## src/rtl/xbus_arbiter_pkg.sv

```systemverilog
// xbus_arbiter_pkg
// Shared definitions for the two-master bus arbiter: bus widths, FSM state
// encodings and the bound on consecutive locked accesses.
package xbus_arbiter_pkg;

  localparam int ADDR_W = 32;
  localparam int DATA_W = 32;

  typedef enum logic [1:0] {
    XBUS_IDLE   = 2'd0,
    XBUS_ACCESS = 2'd1,
    XBUS_RESP   = 2'd2
  } xbus_state_e;

  localparam int XBUS_LOCK_MAX = 8;

endpackage

```

## src/rtl/xarb_rr_pick.sv

```systemverilog
// xarb_rr_pick
// Combinational round-robin picker for two requesters.
// Ports:
//   req[1:0]   request vector (bit k = master k)
//   last_gnt   master granted most recently
//   gnt_valid  at least one request present
//   gnt_id     chosen master; on a tie, the one not granted last
module xarb_rr_pick (
  input  logic [1:0] req,
  input  logic       last_gnt,
  output logic       gnt_valid,
  output logic       gnt_id
);

  assign gnt_valid = |req;

  always_comb begin
    if (req == 2'b11) gnt_id = ~last_gnt;
    else              gnt_id = req[1];
  end

endmodule

```

## src/rtl/xbus_arbiter.sv

```systemverilog
// xbus_arbiter
// Shares one memory-mapped bus between master 0 (processor) and master 1
// (external/debug port). One access at a time: IDLE -> ACCESS -> RESP.
// Decoder inputs are driven for exactly the ACCESS cycle; read data and trap
// are registered at the end of ACCESS and returned with the ack in RESP.
// Optional macro: XBUS_ARB_LOCK_EN enables bounded grant locking
// (RESP -> ACCESS for the same master, at most XBUS_LOCK_MAX in a row).
// Ports:
//   clk, rst                      clock, synchronous active-high reset
//   mK_req/addr/we/wdata/lock     master K request side
//   mK_ack/rdata/err              master K response side
//   bus_addr/sel/we/wdata         to decoder / slaves
//   bus_rdata, bus_trap           from decoder
module xbus_arbiter
  import xbus_arbiter_pkg::*;
(
  input  logic              clk,
  input  logic              rst,
  input  logic              m0_req,
  input  logic [ADDR_W-1:0] m0_addr,
  input  logic              m0_we,
  input  logic [DATA_W-1:0] m0_wdata,
  input  logic              m0_lock,
  input  logic              m1_req,
  input  logic [ADDR_W-1:0] m1_addr,
  input  logic              m1_we,
  input  logic [DATA_W-1:0] m1_wdata,
  input  logic              m1_lock,
  output logic              m0_ack,
  output logic [DATA_W-1:0] m0_rdata,
  output logic              m0_err,
  output logic              m1_ack,
  output logic [DATA_W-1:0] m1_rdata,
  output logic              m1_err,
  output logic [ADDR_W-1:0] bus_addr,
  output logic              bus_sel,
  output logic              bus_we,
  output logic [DATA_W-1:0] bus_wdata,
  input  logic [DATA_W-1:0] bus_rdata,
  input  logic              bus_trap
);

  xbus_state_e       state_q, state_d;
  logic              gnt_q, gnt_d;
  logic              last_gnt_q;
  logic              err_cap_q;
  logic [DATA_W-1:0] m0_rdata_q, m1_rdata_q;
  logic              pick_valid, pick_id;
  logic              lock_go;

  xarb_rr_pick u_pick (
    .req       ({m1_req, m0_req}),
    .last_gnt  (last_gnt_q),
    .gnt_valid (pick_valid),
    .gnt_id    (pick_id)
  );

`ifdef XBUS_ARB_LOCK_EN
  localparam logic [2:0] LOCK_LAST = 3'(XBUS_LOCK_MAX - 1);
  logic [2:0] lock_cnt_q;
  logic       gnt_req, gnt_lock;

  assign gnt_req  = gnt_q ? m1_req  : m0_req;
  assign gnt_lock = gnt_q ? m1_lock : m0_lock;
  // lock_cnt_q counts locked re-grants already taken in this run, so the
  // run is at most XBUS_LOCK_MAX accesses including the first one.
  assign lock_go  = (state_q == XBUS_RESP) && gnt_req && gnt_lock &&
                    (lock_cnt_q != LOCK_LAST);

  always_ff @(posedge clk) begin
    if (rst)                      lock_cnt_q <= '0;
    else if (state_q == XBUS_RESP) lock_cnt_q <= lock_go ? lock_cnt_q + 3'd1 : '0;
  end
`else
  logic unused_lock;
  assign unused_lock = m0_lock ^ m1_lock;
  assign lock_go     = 1'b0;
`endif

  // State register
  always_ff @(posedge clk) begin
    if (rst) begin
      state_q <= XBUS_IDLE;
      gnt_q   <= 1'b0;
    end else begin
      state_q <= state_d;
      gnt_q   <= gnt_d;
    end
  end

  // Next-state logic
  always_comb begin
    state_d = state_q;
    gnt_d   = gnt_q;
    case (state_q)
      XBUS_IDLE: begin
        if (pick_valid) begin
          state_d = XBUS_ACCESS;
          gnt_d   = pick_id;
        end
      end
      XBUS_ACCESS: state_d = XBUS_RESP;
      XBUS_RESP:   state_d = lock_go ? XBUS_ACCESS : XBUS_IDLE;
      default:     state_d = XBUS_IDLE;
    endcase
  end

  // Output logic
  always_comb begin
    bus_sel   = 1'b0;
    bus_addr  = '0;
    bus_we    = 1'b0;
    bus_wdata = '0;
    m0_ack    = 1'b0;
    m1_ack    = 1'b0;
    m0_err    = 1'b0;
    m1_err    = 1'b0;
    if (state_q == XBUS_ACCESS) begin
      bus_sel   = 1'b1;
      bus_addr  = gnt_q ? m1_addr  : m0_addr;
      bus_we    = gnt_q ? m1_we    : m0_we;
      bus_wdata = gnt_q ? m1_wdata : m0_wdata;
    end
    if (state_q == XBUS_RESP) begin
      m0_ack = ~gnt_q;
      m1_ack =  gnt_q;
      m0_err = ~gnt_q & err_cap_q;
      m1_err =  gnt_q & err_cap_q;
    end
  end

  assign m0_rdata = m0_rdata_q;
  assign m1_rdata = m1_rdata_q;

  // Capture registers; rdata is kept per master so it holds across the
  // other master's accesses. last_gnt only moves when a run ends.
  always_ff @(posedge clk) begin
    if (rst) begin
      err_cap_q  <= 1'b0;
      m0_rdata_q <= '0;
      m1_rdata_q <= '0;
      last_gnt_q <= 1'b1;
    end else begin
      if (state_q == XBUS_ACCESS) begin
        err_cap_q <= bus_trap;
        if (gnt_q) m1_rdata_q <= bus_rdata;
        else       m0_rdata_q <= bus_rdata;
      end
      if ((state_q == XBUS_RESP) && !lock_go) last_gnt_q <= gnt_q;
    end
  end

endmodule
```

## config.mk

```make
export PLATFORM = sky130hd
export DESIGN_NAME = xbus_arbiter
export DESIGN_NICKNAME = d
export VERILOG_FILES = /design/src/rtl/xbus_arbiter_pkg.sv /design/src/rtl/xarb_rr_pick.sv /design/src/rtl/xbus_arbiter.sv
export SDC_FILE = /design/constraint.sdc
export NUM_CORES = 1
export LEC_CHECK = 0
export BUFFER_PORTS_ARGS = -buffer_cell sky130_fd_sc_hd__buf_2
export CAP_MARGIN = 30
export CORE_AREA = 5 5 115 117
export CTS_BUF_LIST = sky130_fd_sc_hd__clkbuf_2
export DETAILED_ROUTE_END_ITERATION = 7
export DIE_AREA = 0 0 120 122
export GPL_TIMING_DRIVEN = 0
export PLACE_DENSITY_LB_ADDON = 0.05
export SLEW_MARGIN = 0
export SYNTH_ARGS = -nofsm -noshare
export SYNTH_HDL_FRONTEND = slang
export SYNTH_SLANG_ARGS = --single-unit
```

## constraint.sdc

```tcl
create_clock -name clk -period 1.8 [get_ports clk]
set_input_delay 0.09 -clock clk [delete_from_list [all_inputs] [get_ports clk]]
set_output_delay 0.09 -clock clk [all_outputs]
set_load 0.01 [all_outputs]
```

Yosys cells after proc, flatten, opt, wreduce, memory -nomap -nowiden
Cells that the tools add are included.

storage, ports and cells
  register bits after elaboration = 69
  input bits = 169
  output and inout bits = 134
  word-level logic and storage cells = 33

cells by class
  eq/ne operators = 4
  multiplexer cells = 14
  bitwise logic cells = 4
  reductions and logical operators = 5

operators with widths
  kind                                                  count
  2-to-1 mux 32 bit                                     4
  2-to-1 mux 1 bit                                      8
  AND reduction 2 bit                                   3
  equality test 2 bit (second input constant)           2
  case mux 2 bit (2 select lines)                       1
  AND 1 bit                                             2
  equality test 2 x 1 -> 1 bit (second input constant)  1
  logical NOT 2 bit                                     1
  2-to-1 mux 2 bit                                      1
  inequality test 2 bit (second input constant)         1
  inverter 1 bit                                        2
  OR reduction 2 bit                                    1

Longest topological paths before layout
  word-level depth = 3
  gate-level depth with buffers = 6
  depth with buffers taken out = 4

Modules after synthesis
From an unflattened synthesis, not the netlist that was laid out.

second synthesis, totals
  cells, all modules = 453
  area total of the unflattened synthesis = 3467.1 um2

modules (own cells, without submodules)
  module        instances  cells an instance  area each (um2)  seq. area each (um2)
  xbus_arbiter  1          451                3453.3           1381.3
  xarb_rr_pick  1          2                  13.8             0.0

Least setup slack after synthesis
No wires, ideal clock.

  path type = reg-to-reg
  start = register gnt_q
  end = register m0_rdata_q[15], in the netlist m0_rdata[15]
  setup time = 0.132 ns
  data arrival time = 1.142 ns
  required time = 1.668 ns
  setup slack = 0.526 ns
  cell stages (with the launch flop) = 7
  buffers on the path = 3
  clock period less this slack = 1.274 ns
  path through = dfxtp_1 > buf_6 > or3b_1 > buf_2 > buf_6 > nand2_1 > a21oi_1

between the ends
  word-level cells in the longest chain between the ends = 2

RTL lines
  item                                  line                 text
  from (decl)                           xbus_arbiter.sv:44   logic gnt_q, gnt_d;
  from (signal assigned)                xbus_arbiter.sv:87   gnt_q <= gnt_d;
  inverter 1 bit (no source line)       n/a
  AND reduction 2 bit (no source line)  n/a
  to (signal assigned)                  xbus_arbiter.sv:147  else m0_rdata_q <= bus_rdata;
  to (decl)                             xbus_arbiter.sv:47   logic [DATA_W-1:0] m0_rdata_q, m1_rdata_q;

Every way passes these cells.
A chain may end at the register's enable or synchronous reset.

Worst setup path after layout
  start = register gnt_q
  end = output bus_addr[17]

between the ends
  word-level cells in the longest chain between the ends = 2

RTL lines
  item               line                 text
  2-to-1 mux 32 bit  xbus_arbiter.sv:120  bus_addr = gnt_q ? m1_addr : m0_addr;
  2-to-1 mux 32 bit  xbus_arbiter.sv:118  if (state_q == XBUS_ACCESS) begin
  to (decl)          xbus_arbiter.sv:35   output logic [ADDR_W-1:0] bus_addr,

Every way passes these cells.

==> metrics.txt <==
adder-cell share of the synthesized area 0; CP startpoint kind flip-flop; Die Height 122 µm; Comb pwr share 0.298; initial antenna violation count 3; Final Setup Violations 0; Yosys cell types 20; final net count 976; P&R area growth vs syn 77.5%; number of buffers created by CTS 9; Switching Share 0.295; dpl hpwl 12,100 µm; Post-Syn Instances 453; top sig layer met4; Die ar. 14,600 µm²; GPL Wtd Cong 0.878; RSZ-0062 raised after global routing true; CTS tree yes; Critical Path AT 1.66 ns; vias in the first global route 4,276; global-route wire length before repair 22,600 µm; Critical Path Start gnt_q; Starting Density 0.279; Worst-Margin Slew 0.594 ns; fin. max-slew vios 0; dpl ws 0.199 ns; Yosys reg bits 69; fill count 1,257; PortBufs 299; Max Buffers Root-to-Sink 2; sw power 1170 µW; H-tree levels 3; sequential area share after synthesis 0.404; min-delay worst type primary input to flip-flop; sequential cell area 1390 µm²; CTS Sinks 69; cell taking the most area after synthesis dfxtp_1; post-route minimum period 1.75 ns; Worst Setup End Kind primary output; FMAX 572 MHz; CP Class flip-flop to primary output; footprint of the multi-input gates 1960 µm²; site row count 41; Residual DRC 0; wire length on met1 6060 µm; sequential power share 0.412; status finished, final reports clean; Antenna Nets Post-Route 0; simple-gate share of the synthesized area 0.240; WL final 15,500 µm; post-synth top area share 0.404; r2r worst-path depth 6; skew final 0.0299 ns; Worst slew margin 0.604; DR pass1 iterations 4; post-synthesis mux area share 0.190; met2 wire length 8020 µm; routed vias 4,289; Ports 303; maximum vdd drop 0.288 mV; CP endpoint bus_addr[17]; maximum capacitance violations 0; core box area 12,300 µm²; Leak Pwr 0.00296 µW; Net Count, Synth 622; sum of negative setup slack 0 ns; reg2reg start gnt_q; Final Power 3960 µW; main combinational cell family by area after synthesis simple AND/OR/NAND/NOR gates; vias per inst 4.44; worst path required time 1.71 ns; largest net degree at the start of global routing 13; root buf cell clkbuf_2; mean post-synth cell area 7.55 µm²; mapped cell area 3420 µm²; share of cells above drive strength 1 0.467; FF-to-FF End m1_rdata[16]; die width 120 µm; Skew-Pair Late Insertion Delay 0.50 ns; Internal Pwr Total 2790 µW; top cells by area, synth dfxtp_1, mux2i_1, nand2_1; most frequent cells in the layout buf_2, nand2_1, a21oi_1, dfxtp_1, nor2_1; Final Cycle Share 0.971; GRT Total Usage 0.197; met3 routed WL 1110 µm; Ys Warns 0; Routed WL per cell 16.0 µm; Compound-Gate Fraction of Synth Area 0.103; final hold vios 0; most common cell after layout, fill and taps aside buf_2; final worst setup slack 0.0529 ns; Pwr Density 653 nW/µm²; gr ovfl total 0; Crit Path Max Fanout 6; clock power share 0.290; reg2reg setup slack 0.28 ns; clock-pin slew on the worst setup and hold paths 0.21 ns; Initial DRC Count 204; xor and xnor area share after synthesis 0; final core occ 0.495
## per-layer routing
metal  up-vias  global-route usage
met3        20              0.0576
li1       2189                   -
met5         -                   0
met1      1916               0.225
met4         0              0.0730
met2       164               0.350
## cells by family (layout without fill, tap and decap cells)
family | after synthesis | after routing
buffers and inverters | 40 | 399
AOI/OAI and AO/OA | 69 | 69
other | 0 | 4
DFF | 69 | 69
and+or+nand+nor | 210 | 210
muxes | 65 | 65
## power by group through the flow
stage                     Sequential [µW]  Combinational [µW]  Clock (µW)
after CTS                            1630                1120        1190
after global routing                 1640                1290        1260
after detailed placement             1660                 949           0
after global placement               1660                 939           0
after floorplan                      1690                 465           0
final                                1630                1180        1150
## synthesized netlist by cell type, drive strengths merged
master / instances
a21oi: 66
or3b: 1
and2: 2
a21o: 1
nand2: 131
nor3b: 1
nand2b: 2
dfxtp: 69
nor2: 70
o21ai: 1
buf: 23
nand3: 1
mux2i: 65
clkbuf: 15
and3b: 1
a211o: 1
inv: 2
nand3b: 1
## state kept, by name, summed over array words and instances (netlist names)
name / flops
err_cap_q: 1
gnt_q: 1
last_gnt_q: 1
m0_rdata: 32
m1_rdata: 32
state_q: 2
## how the worst min path moves through the flow
stage,start,to,cells after the start
after floorplan,bus_trap,err_cap_q,2
after global placement,bus_trap,err_cap_q,3
after detailed placement,bus_rdata[16],m0_rdata[16],3
after CTS,rst,m0_rdata[24],3
after global routing,rst,m0_rdata[24],3
final,rst,m0_rdata[22],3
## what timing repair did
| item | CTS | global route |
|---|---|---|
| endpoints found under the setup margin | 67 | 58 |
| buffers inserted | 3 | 1 |
| pin swaps | 1 | 1 |
| cloned | 2 | 4 |
| hold buffers | 36 | 0 |
| hold endpoints to repair | 67 | 0 |
| resized for setup | 50 | 27 |
## stage by stage
step / cell area [µm²] / hold WS (ns) / instances
2_1_floorplan: 3420 / 0.226 / 453
3_3_place_gp: 5100 / 0.341 / 902
3_5_place_dp: 5100 / 0.347 / 902
4_1_cts: 5880 / 0.0933 / 959
5_1_grt: 6070 / 0.134 / 965
6_report: 6070 / 0.143 / 966
## cell type report
| cell class | instances | area share |
|---|---|---|
| multi-input combinational | 344 | 0.323 |
| antenna | 4 | 0.00165 |
| tap | 150 | 0.0309 |
| clock inverter | 7 | 0.0188 |
| sequential | 69 | 0.229 |
| buffer | 36 | 0.0497 |
| inverter | 2 | 0.00124 |
| timing repair buffer | 345 | 0.338 |
| clock buffer | 9 | 0.00742 |
## worst max-delay path, cell delays in order, from the launching register on
cell and delay, ns:
dfxtp_4 0.45, buf_12 0.15, buf_12 0.13, mux2i_4 0.25, nor2_1 0.06, buf_2 0.13
Power figures use the tool's default switching activity.
